===== src/rtl/clk_mode_pkg.sv =====
// rtl/clk_mode_pkg.sv - shared state encoding and timing defaults for clk_mode_ctrl
package clk_mode_pkg;

  // FSM states of the divider mode sequencer
  typedef enum logic [1:0] {
    ST_IDLE  = 2'd0,
    ST_DRAIN = 2'd1,
    ST_WARM  = 2'd2
  } state_e;

  localparam int SETTLE_CYC_DEF = 4;
  localparam int WARM_CYC_DEF   = 8;

  // Width needed to hold the larger of the two reload values
  function automatic int timer_width(input int a, input int b);
    int m;
    m = (a > b) ? a : b;
    return $clog2(m + 1);
  endfunction

endpackage


===== src/rtl/clk_mode_timer.sv =====
// rtl/clk_mode_timer.sv - reloadable down-counter with a done pulse on its last count
module clk_mode_timer #(
  parameter int            TW      = 4,
  parameter logic [TW-1:0] RST_VAL = '0
) (
  input  logic          clk,
  input  logic          rstn,
  input  logic          load,
  input  logic [TW-1:0] load_val,
  output logic [TW-1:0] value,
  output logic          done
);

  logic [TW-1:0] value_q;
  logic [TW-1:0] value_d;

  // Reload takes priority; otherwise count down and park at zero
  always_comb begin
    value_d = value_q;
    if (load) begin
      value_d = load_val;
    end else if (value_q != '0) begin
      value_d = value_q - 1'b1;
    end
  end

  // Counter register; reset value lets the owner start mid-sequence
  always_ff @(posedge clk or negedge rstn) begin
    if (!rstn) begin
      value_q <= RST_VAL;
    end else begin
      value_q <= value_d;
    end
  end

  // done marks the edge on which the N-th count since load completes
  assign value = value_q;
  assign done  = (value_q == TW'(1));

endmodule


===== src/rtl/clk_mode_ctrl.sv =====
// rtl/clk_mode_ctrl.sv - divider mode sequencer (optional err port: MODE_CTRL_ERR_EN)
module clk_mode_ctrl
  import clk_mode_pkg::*;
#(
  parameter int NUM_MODES  = 4,
  parameter int SETTLE_CYC = SETTLE_CYC_DEF,
  parameter int WARM_CYC   = WARM_CYC_DEF,
  localparam int MW        = $clog2(NUM_MODES)
) (
  input  logic                 clk,
  input  logic                 rstn,
  input  logic                 req_valid,
  input  logic [MW-1:0]        req_mode,
  output logic                 req_ready,
  output logic [NUM_MODES-1:0] div_en,
  output logic [MW-1:0]        sel,
  output logic                 gate_en,
  output logic [MW-1:0]        mode_cur
`ifdef MODE_CTRL_ERR_EN
  ,
  output logic                 err
`endif
);

  localparam int TW = timer_width(SETTLE_CYC, WARM_CYC);

  state_e                 state_q, state_d;
  logic [MW-1:0]          mode_cur_q, mode_cur_d;
  logic [MW-1:0]          sel_q, sel_d;
  logic [MW-1:0]          tgt_q, tgt_d;
  logic [NUM_MODES-1:0]   div_en_q, div_en_d;
  logic                   gate_en_q, gate_en_d;
`ifdef MODE_CTRL_ERR_EN
  logic                   err_q, err_d;
`endif

  logic                   tmr_load;
  logic [TW-1:0]          tmr_load_val;
  logic [TW-1:0]          tmr_value;
  logic                   tmr_done;
  logic                   req_illegal;

  assign req_illegal = (int'(req_mode) >= NUM_MODES);

  clk_mode_timer #(
    .TW      (TW),
    .RST_VAL (TW'(WARM_CYC))
  ) u_timer (
    .clk      (clk),
    .rstn     (rstn),
    .load     (tmr_load),
    .load_val (tmr_load_val),
    .value    (tmr_value),
    .done     (tmr_done)
  );

  // Sequencer: gate off and drain, switch select and enable, warm up, reopen gate
  always_comb begin
    state_d      = state_q;
    mode_cur_d   = mode_cur_q;
    sel_d        = sel_q;
    tgt_d        = tgt_q;
    div_en_d     = div_en_q;
    gate_en_d    = gate_en_q;
`ifdef MODE_CTRL_ERR_EN
    err_d        = err_q;
`endif
    tmr_load     = 1'b0;
    tmr_load_val = '0;
    unique case (state_q)
      ST_IDLE: begin
        if (req_valid) begin
          if (req_illegal) begin
`ifdef MODE_CTRL_ERR_EN
            err_d = 1'b1;
`endif
          end else if (req_mode != mode_cur_q) begin
            tgt_d        = req_mode;
            gate_en_d    = 1'b0;
            div_en_d     = '0;
            tmr_load     = 1'b1;
            tmr_load_val = TW'(SETTLE_CYC);
            state_d      = ST_DRAIN;
          end
        end
      end
      ST_DRAIN: begin
        if (tmr_done) begin
          sel_d        = tgt_q;
          mode_cur_d   = tgt_q;
          div_en_d     = NUM_MODES'(1) << tgt_q;
          tmr_load     = 1'b1;
          tmr_load_val = TW'(WARM_CYC);
          state_d      = ST_WARM;
        end
      end
      ST_WARM: begin
        if (tmr_done) begin
          gate_en_d = 1'b1;
          state_d   = ST_IDLE;
        end
      end
      default: begin
        state_d = ST_IDLE;
      end
    endcase
  end

  // State registers; reset restarts warm-up of mode 0 with the gate closed
  always_ff @(posedge clk or negedge rstn) begin
    if (!rstn) begin
      state_q    <= ST_WARM;
      mode_cur_q <= '0;
      sel_q      <= '0;
      tgt_q      <= '0;
      div_en_q   <= NUM_MODES'(1);
      gate_en_q  <= 1'b0;
`ifdef MODE_CTRL_ERR_EN
      err_q      <= 1'b0;
`endif
    end else begin
      state_q    <= state_d;
      mode_cur_q <= mode_cur_d;
      sel_q      <= sel_d;
      tgt_q      <= tgt_d;
      div_en_q   <= div_en_d;
      gate_en_q  <= gate_en_d;
`ifdef MODE_CTRL_ERR_EN
      err_q      <= err_d;
`endif
    end
  end

  // The timer is always parked at zero whenever the sequencer is idle
  a_idle_timer_zero: assert property (@(posedge clk) disable iff (!rstn)
    (state_q == ST_IDLE) |-> (tmr_value == '0));

  assign req_ready = (state_q == ST_IDLE);
  assign div_en    = div_en_q;
  assign sel       = sel_q;
  assign gate_en   = gate_en_q;
  assign mode_cur  = mode_cur_q;
`ifdef MODE_CTRL_ERR_EN
  assign err       = err_q;
`endif

endmodule


===== config.mk =====
export PLATFORM = sky130hd
export DESIGN_NAME = clk_mode_ctrl
export DESIGN_NICKNAME = d
export VERILOG_FILES = /design/src/rtl/clk_mode_pkg.sv /design/src/rtl/clk_mode_timer.sv /design/src/rtl/clk_mode_ctrl.sv
export SDC_FILE = /design/constraint.sdc
export NUM_CORES = 1
export LEC_CHECK = 0
export ABC_AREA = 1
export CAP_MARGIN = 10
export CORE_MARGIN = 2
export CORE_UTILIZATION = 49
export DETAILED_ROUTE_END_ITERATION = 16
export HOLD_SLACK_MARGIN = 0.08
export PLACE_DENSITY_LB_ADDON = 0.25
export REMOVE_ABC_BUFFERS = 1
export SYNTH_ARGS = -nofsm -noshare
export SYNTH_HDL_FRONTEND = slang
export SYNTH_SLANG_ARGS = --single-unit

===== constraint.sdc =====
create_clock -name clk -period 1.55 [get_ports clk]
set_input_delay 0.2325 -clock clk [delete_from_list [all_inputs] [get_ports clk]]
set_output_delay 0.2325 -clock clk [all_outputs]
set_load 0.005 [all_outputs]

# ---- Word-level counts from Yosys, hierarchy flattened
# Index checks and enable logic that the tools add are counted.
dict set report word_totals {
  ff_bits 15
  inputBits 5
  out_inout_bits 10
}
dict set report op_classes {
  addsub 1
  eq_ne 8
  n_shift 1
  n_mux 23
  n_reduce_logical 10
}
# operator n
set op_table {}
lappend op_table {{two-way mux 4 bit} 6}
lappend op_table {{one-hot mux 4 bit (2 select lines)} 2}
lappend op_table {{AND reduction 4 bit} 3}
lappend op_table {{two-way mux 2 bit} 4}
lappend op_table {{two-way mux 1 bit} 6}
lappend op_table {{two-way mux 3 bit} 2}
lappend op_table {{!= test 2 bit, second input constant} 3}
lappend op_table {{one-hot mux 2 bit (3 select lines)} 1}
lappend op_table {{nonzero test 2 bit} 3}
lappend op_table {{equality test 4 x 1 -> 1 bit, second input constant} 1}
lappend op_table {{one-hot mux 1 bit (2 select lines)} 2}
lappend op_table {{nonzero test 4 bit} 1}
lappend op_table {{left shift 1 x 2 -> 4 bit, first input constant} 1}
lappend op_table {{subtractor 4 x 1 -> 4 bit, second input constant} 1}
lappend op_table {{AND reduction 3 bit} 1}
lappend op_table {{equality test 2 x 1 -> 1 bit, second input constant} 1}
lappend op_table {{equality test 2 bit, second input constant} 1}
lappend op_table {{zero test 2 bit} 1}
lappend op_table {{!= test 2 x 1 -> 1 bit, second input constant} 1}
lappend op_table {{!= test 2 bit} 1}
lappend op_table {{AND reduction 2 bit} 1}

# ---- Logic depth before layout (Yosys ltp)
dict set report depth {
  depth_word 5
  ltp_mapped 8
  depth_no_buf 8
}

# ---- By module
# A second synthesis with hierarchy kept.
dict set report hier_totals {
  hier_cells 108
  hier_area_um2 852.1
}
# module instances cells_each area_each_um2 seq_area_each_um2
set modules_own_cells {}
lappend modules_own_cells {clk_mode_ctrl 1 71 559.3 277.8}
lappend modules_own_cells {clk_mode_timer 1 37 292.8 101.3}

# ---- Worst setup path after synthesis
# No wires, ideal clock.
dict set report synth_timing {
  kind {reg-to-reg}
  from {reg u_timer.value_q[1] (netlist: u_timer.value[1])}
  to {reg div_en_q[1] (netlist: div_en[1])}
  setup_time_ps 116
  t_arrival_ps 1036
  required_ps 1434
  setup_slack_ps 397
  stages_incl_launch_ff 9
  path_buffers 1
  synth_period_minus_slack_ps 1153
  cell_sequence {dfrtp_1 -> inv_1 -> ha_1 -> nand2_2 -> inv_2 -> nand2_2 -> buf_6 -> nand3_1 -> nand2_1}
}
dict set report synth_via {
  elab_chain_len 3
}
# item line
set synth_rtl {}
lappend synth_rtl {{start: declaration} clk_mode_timer.sv:14} ;# logic [TW-1:0] value_q;
lappend synth_rtl {{start signal: assignment} clk_mode_timer.sv:32} ;# value_q <= value_d;
lappend synth_rtl {{equality test 4 x 1 -> 1 bit} clk_mode_timer.sv:38} ;# assign done = (value_q == TW'(1));
lappend synth_rtl {{!= test 2 bit (no source line)} --}
lappend synth_rtl {{AND reduction 4 bit (no source line)} --}
lappend synth_rtl {{end signal: assignment} clk_mode_ctrl.sv:126} ;# div_en_q <= div_en_d;
lappend synth_rtl {{end: declaration} clk_mode_ctrl.sv:31} ;# logic [NUM_MODES-1:0] div_en_q, div_en_d;
# No other way between the ends.
# A chain may end at the register's enable or synchronous reset.

==> reports/results.ini <==
[setup_path]
critical-path-top-delay-family = buffers and inverters
r2r_end = div_en[2]$_DFFE_PN0P_
worstReg2RegStart = u_timer.value[1]$_DFFE_PN0P_
critical-path-slowest-cell = clkdlybuf4s50_1
maximum_fanout_encountered_on_the_critical_timing_path = 5
critPathLaunch = sel[0]$_DFFE_PN0P_
sum_of_buffers_and_inverters_on_the_critical_path = 1
crit_chain = clkdlybuf4s50_1
critical_path.endpoint_type = output port
critPathArrivalTime_ps = 1230
timing.critical_path.from_type = flip-flop
timing.setup.critical_path_class = reg -> out
worstSetupEndpoint = mode_cur[0]
crit_cells = 1
worst-endpoint-required_ps = 1320
cpPeakStageDelay_ps = 530
worst-r2r-cell-count = 8
rrSetupSlack_ps = 200

[clock_network]
cts_made_buffers = 3
clock_tree.buffer_depth = 2
cts_htree_levels = 1
clock_tree.root_cell = clkbuf_4
tritoncts = built
hold_fix_buffers_cts = 0
cts.sinks = 15
clk_transition_reported_paths_ps = 100
worst_skew_pair_latency_ps = 290

[logic_synthesis]
distinct_cell_type_count_after_synthesis = 16
synthesis.instances = 101
synth.avg_cell_area_um2 = 8.02
synth-seq-cells = 15
synth-seq-area-share_pct = 46.8
ys.warnings.count = 0
mappedNetlistArea_um2 = 810

[outcome]
status = finished clean

[sta]
finalWorstSetupSlack_ps = 85.4
finalHoldViolations = 0
max_clock_freq_ghz = 0.683
final_min_period_over_clock_period_pct = 94.5
period_needed_ps = 1460
fin_setup_tns_ps = 0
worst_hold_slack_ps = 241
final_max_slew_viol_count = 0
rsz_0062_raised_after_global_routing = no
report.final.setup_viol = 0
tightestPinTransition_ps = 263
clock-skew-final_ps = 12.5
worst_slew_margin_rel_pct = 82.4

[global_routing]
grt-ovfl-total = 0
grt_pass1_wl_mm = 2.59
globalRouteTotalUtil_pct = 18.0
vias_in_the_first_global_route = 635
number_of_antenna_violations_at_the_first_check_in_global_routing = 0
largest_net_degree_at_the_start_of_global_routing = 16

[die]
fp.coreArea_um2 = 1520
die_w_um = 44.6
floorplan.initialDensity_pct = 53.1
num_io_pins = 15
std_cell_rows = 14
die_height_um = 44.6
die_area_um2 = 1990

[flow_run]
max-cap-violations = 0

[finish]
nNetsFinal = 126
layout_commonest_cell = nand2_1
final_cell_count_no_fill = 133
layout.cell_area.non_filler_um2 = 971
fraction_of_layout_instances_using_a_drive_strength_above_1_pct = 15.4
diodes_inserted = 0
mostFrequentLayoutCells = nand2_1, inv_1, dfrtp_1, clkdlybuf4s50_1
finish.utilization_pct = 63.7
area_growth_syn_to_layout_pct = 19.9

[drt]
route.detailed.drc = 0
routedWlPerCell_um = 10.7
post_drt_via_cell_ratio = 4.83
antenna_violating_nets_post_route = 0
route.vias.total = 643
drt_wl_total_mm = 1.42
drt_first_pass_iters = 4
dr.first_iter.drc_count = 9

[pwr]
max-vdd-ir-drop_v = 0.00106
report.power.total_mw = 1.98
p_leak_nw = 0.529
pwr_density_cell_nw_per_um2 = 2030

[placed_design]
post-place-cells = 128
postPlaceCellArea_um2 = 940
io_buffer_count = 14
placed_wire_length_estimate_mm = 1.05
finalWeightedCongestion = 0.741
detailedPlace.worstSlack_ps = 34.5

[worst_hold_path]
timing.hold.worst.class = in -> async

==> worst reg2reg max path: stages (launching register included) <==
cell	delay, ps
dfrtp_1	360
inv_1	80
ha_1	190
nand2_2	90
inv_2	50
nand2_2	210
nand2_2	140
nand2_1	80
nand2_1	50
==> per-layer routing <==
metal / vias up / track usage, % / wire length [um]
met5: - / 0 / 0
met4: 0 / 5.45 / 10
met3: 2 / 5.71 / 54
met2: 10 / 27.2 / 626
met1: 296 / 24.5 / 731
li1: 335 / - / -
==> power by group <==
part / leakage, nW / total, mW / internal (mW) / switching (mW)
sequential: 0.184 / 0.728 / 0.600 / 0.128
combinational: 0.330 / 1.02 / 0.468 / 0.550
clock: 0.0150 / 0.229 / 0.0999 / 0.129
total: 0.529 / 1.98 / 1.17 / 0.808
==> worst min path at each step <==
| stage | startpoint | endpoint | slack [ps] |
|---|---|---|---|
| after global routing | rstn | state_q[0]$_DFFE_PN0P_ | 260 |
| after detailed placement | gate_en$_DFFE_PN0P_ | gate_en$_DFFE_PN0P_ | 470 |
| after floorplan | rstn | div_en[1]$_DFFE_PN0P_ | -60 |
| after CTS | rstn | state_q[0]$_DFFE_PN0P_ | 250 |
| after global placement | gate_en$_DFFE_PN0P_ | gate_en$_DFFE_PN0P_ | 470 |
| final | rstn | state_q[0]$_DFFE_PN0P_ | 240 |
==> flip-flops by register name, indices dropped and copies added (netlist names) <==
signal / cells
tgt_q: 2
u_timer.value: 4
gate_en: 1
state_q: 2
div_en: 4
sel: 2
==> what timing repair did <==
item / CTS / global route
gates resized for setup: 2 / 0
buffers inserted: 1 / 0
endpoints found under the setup margin: 2 / 0
==> synth_stat cells <==
| cell type | n | share of area, % |
|---|---|---|
| xor2_1 | 2 | 2.2 |
| nand2_1 | 31 | 14 |
| buf_4 | 2 | 1.9 |
| dfrtp_1 | 12 | 37 |
| nor3_1 | 4 | 2.5 |
| ha_1 | 3 | 4.6 |
| nand2_2 | 4 | 3.1 |
| nor2_1 | 7 | 3.2 |
| nand3_1 | 7 | 4.3 |
| dfstp_2 | 3 | 9.7 |
| inv_2 | 1 | 0.46 |
| o21ai_0 | 2 | 1.2 |
| buf_6 | 2 | 2.8 |
| o21ai_2 | 4 | 4.3 |
| inv_1 | 16 | 7.4 |
| nor2_2 | 1 | 0.77 |
==> logic make-up after synthesis <==
kind of cell,Yosys count,synth area share [%]
flip-flops,15,46.8
XOR/XNOR,2,2.16
buffers and inverters,21,12.5
adder cells (fa/ha/maj),3,4.64
AO/OA/AOI/OAI,6,5.56
AND/OR/NAND/NOR,54,28.3
==> cell type report <==
class	count	area, um2
Tap cell	16	20.0
Multi-Input combinational cell	65	329
Fill cell	144	553
Sequential cell	15	379
Inverter	17	63.8
Timing Repair Buffer	16	153
Clock buffer	4	26.3
No activity file was read; power rests on OpenSTA's default activity.
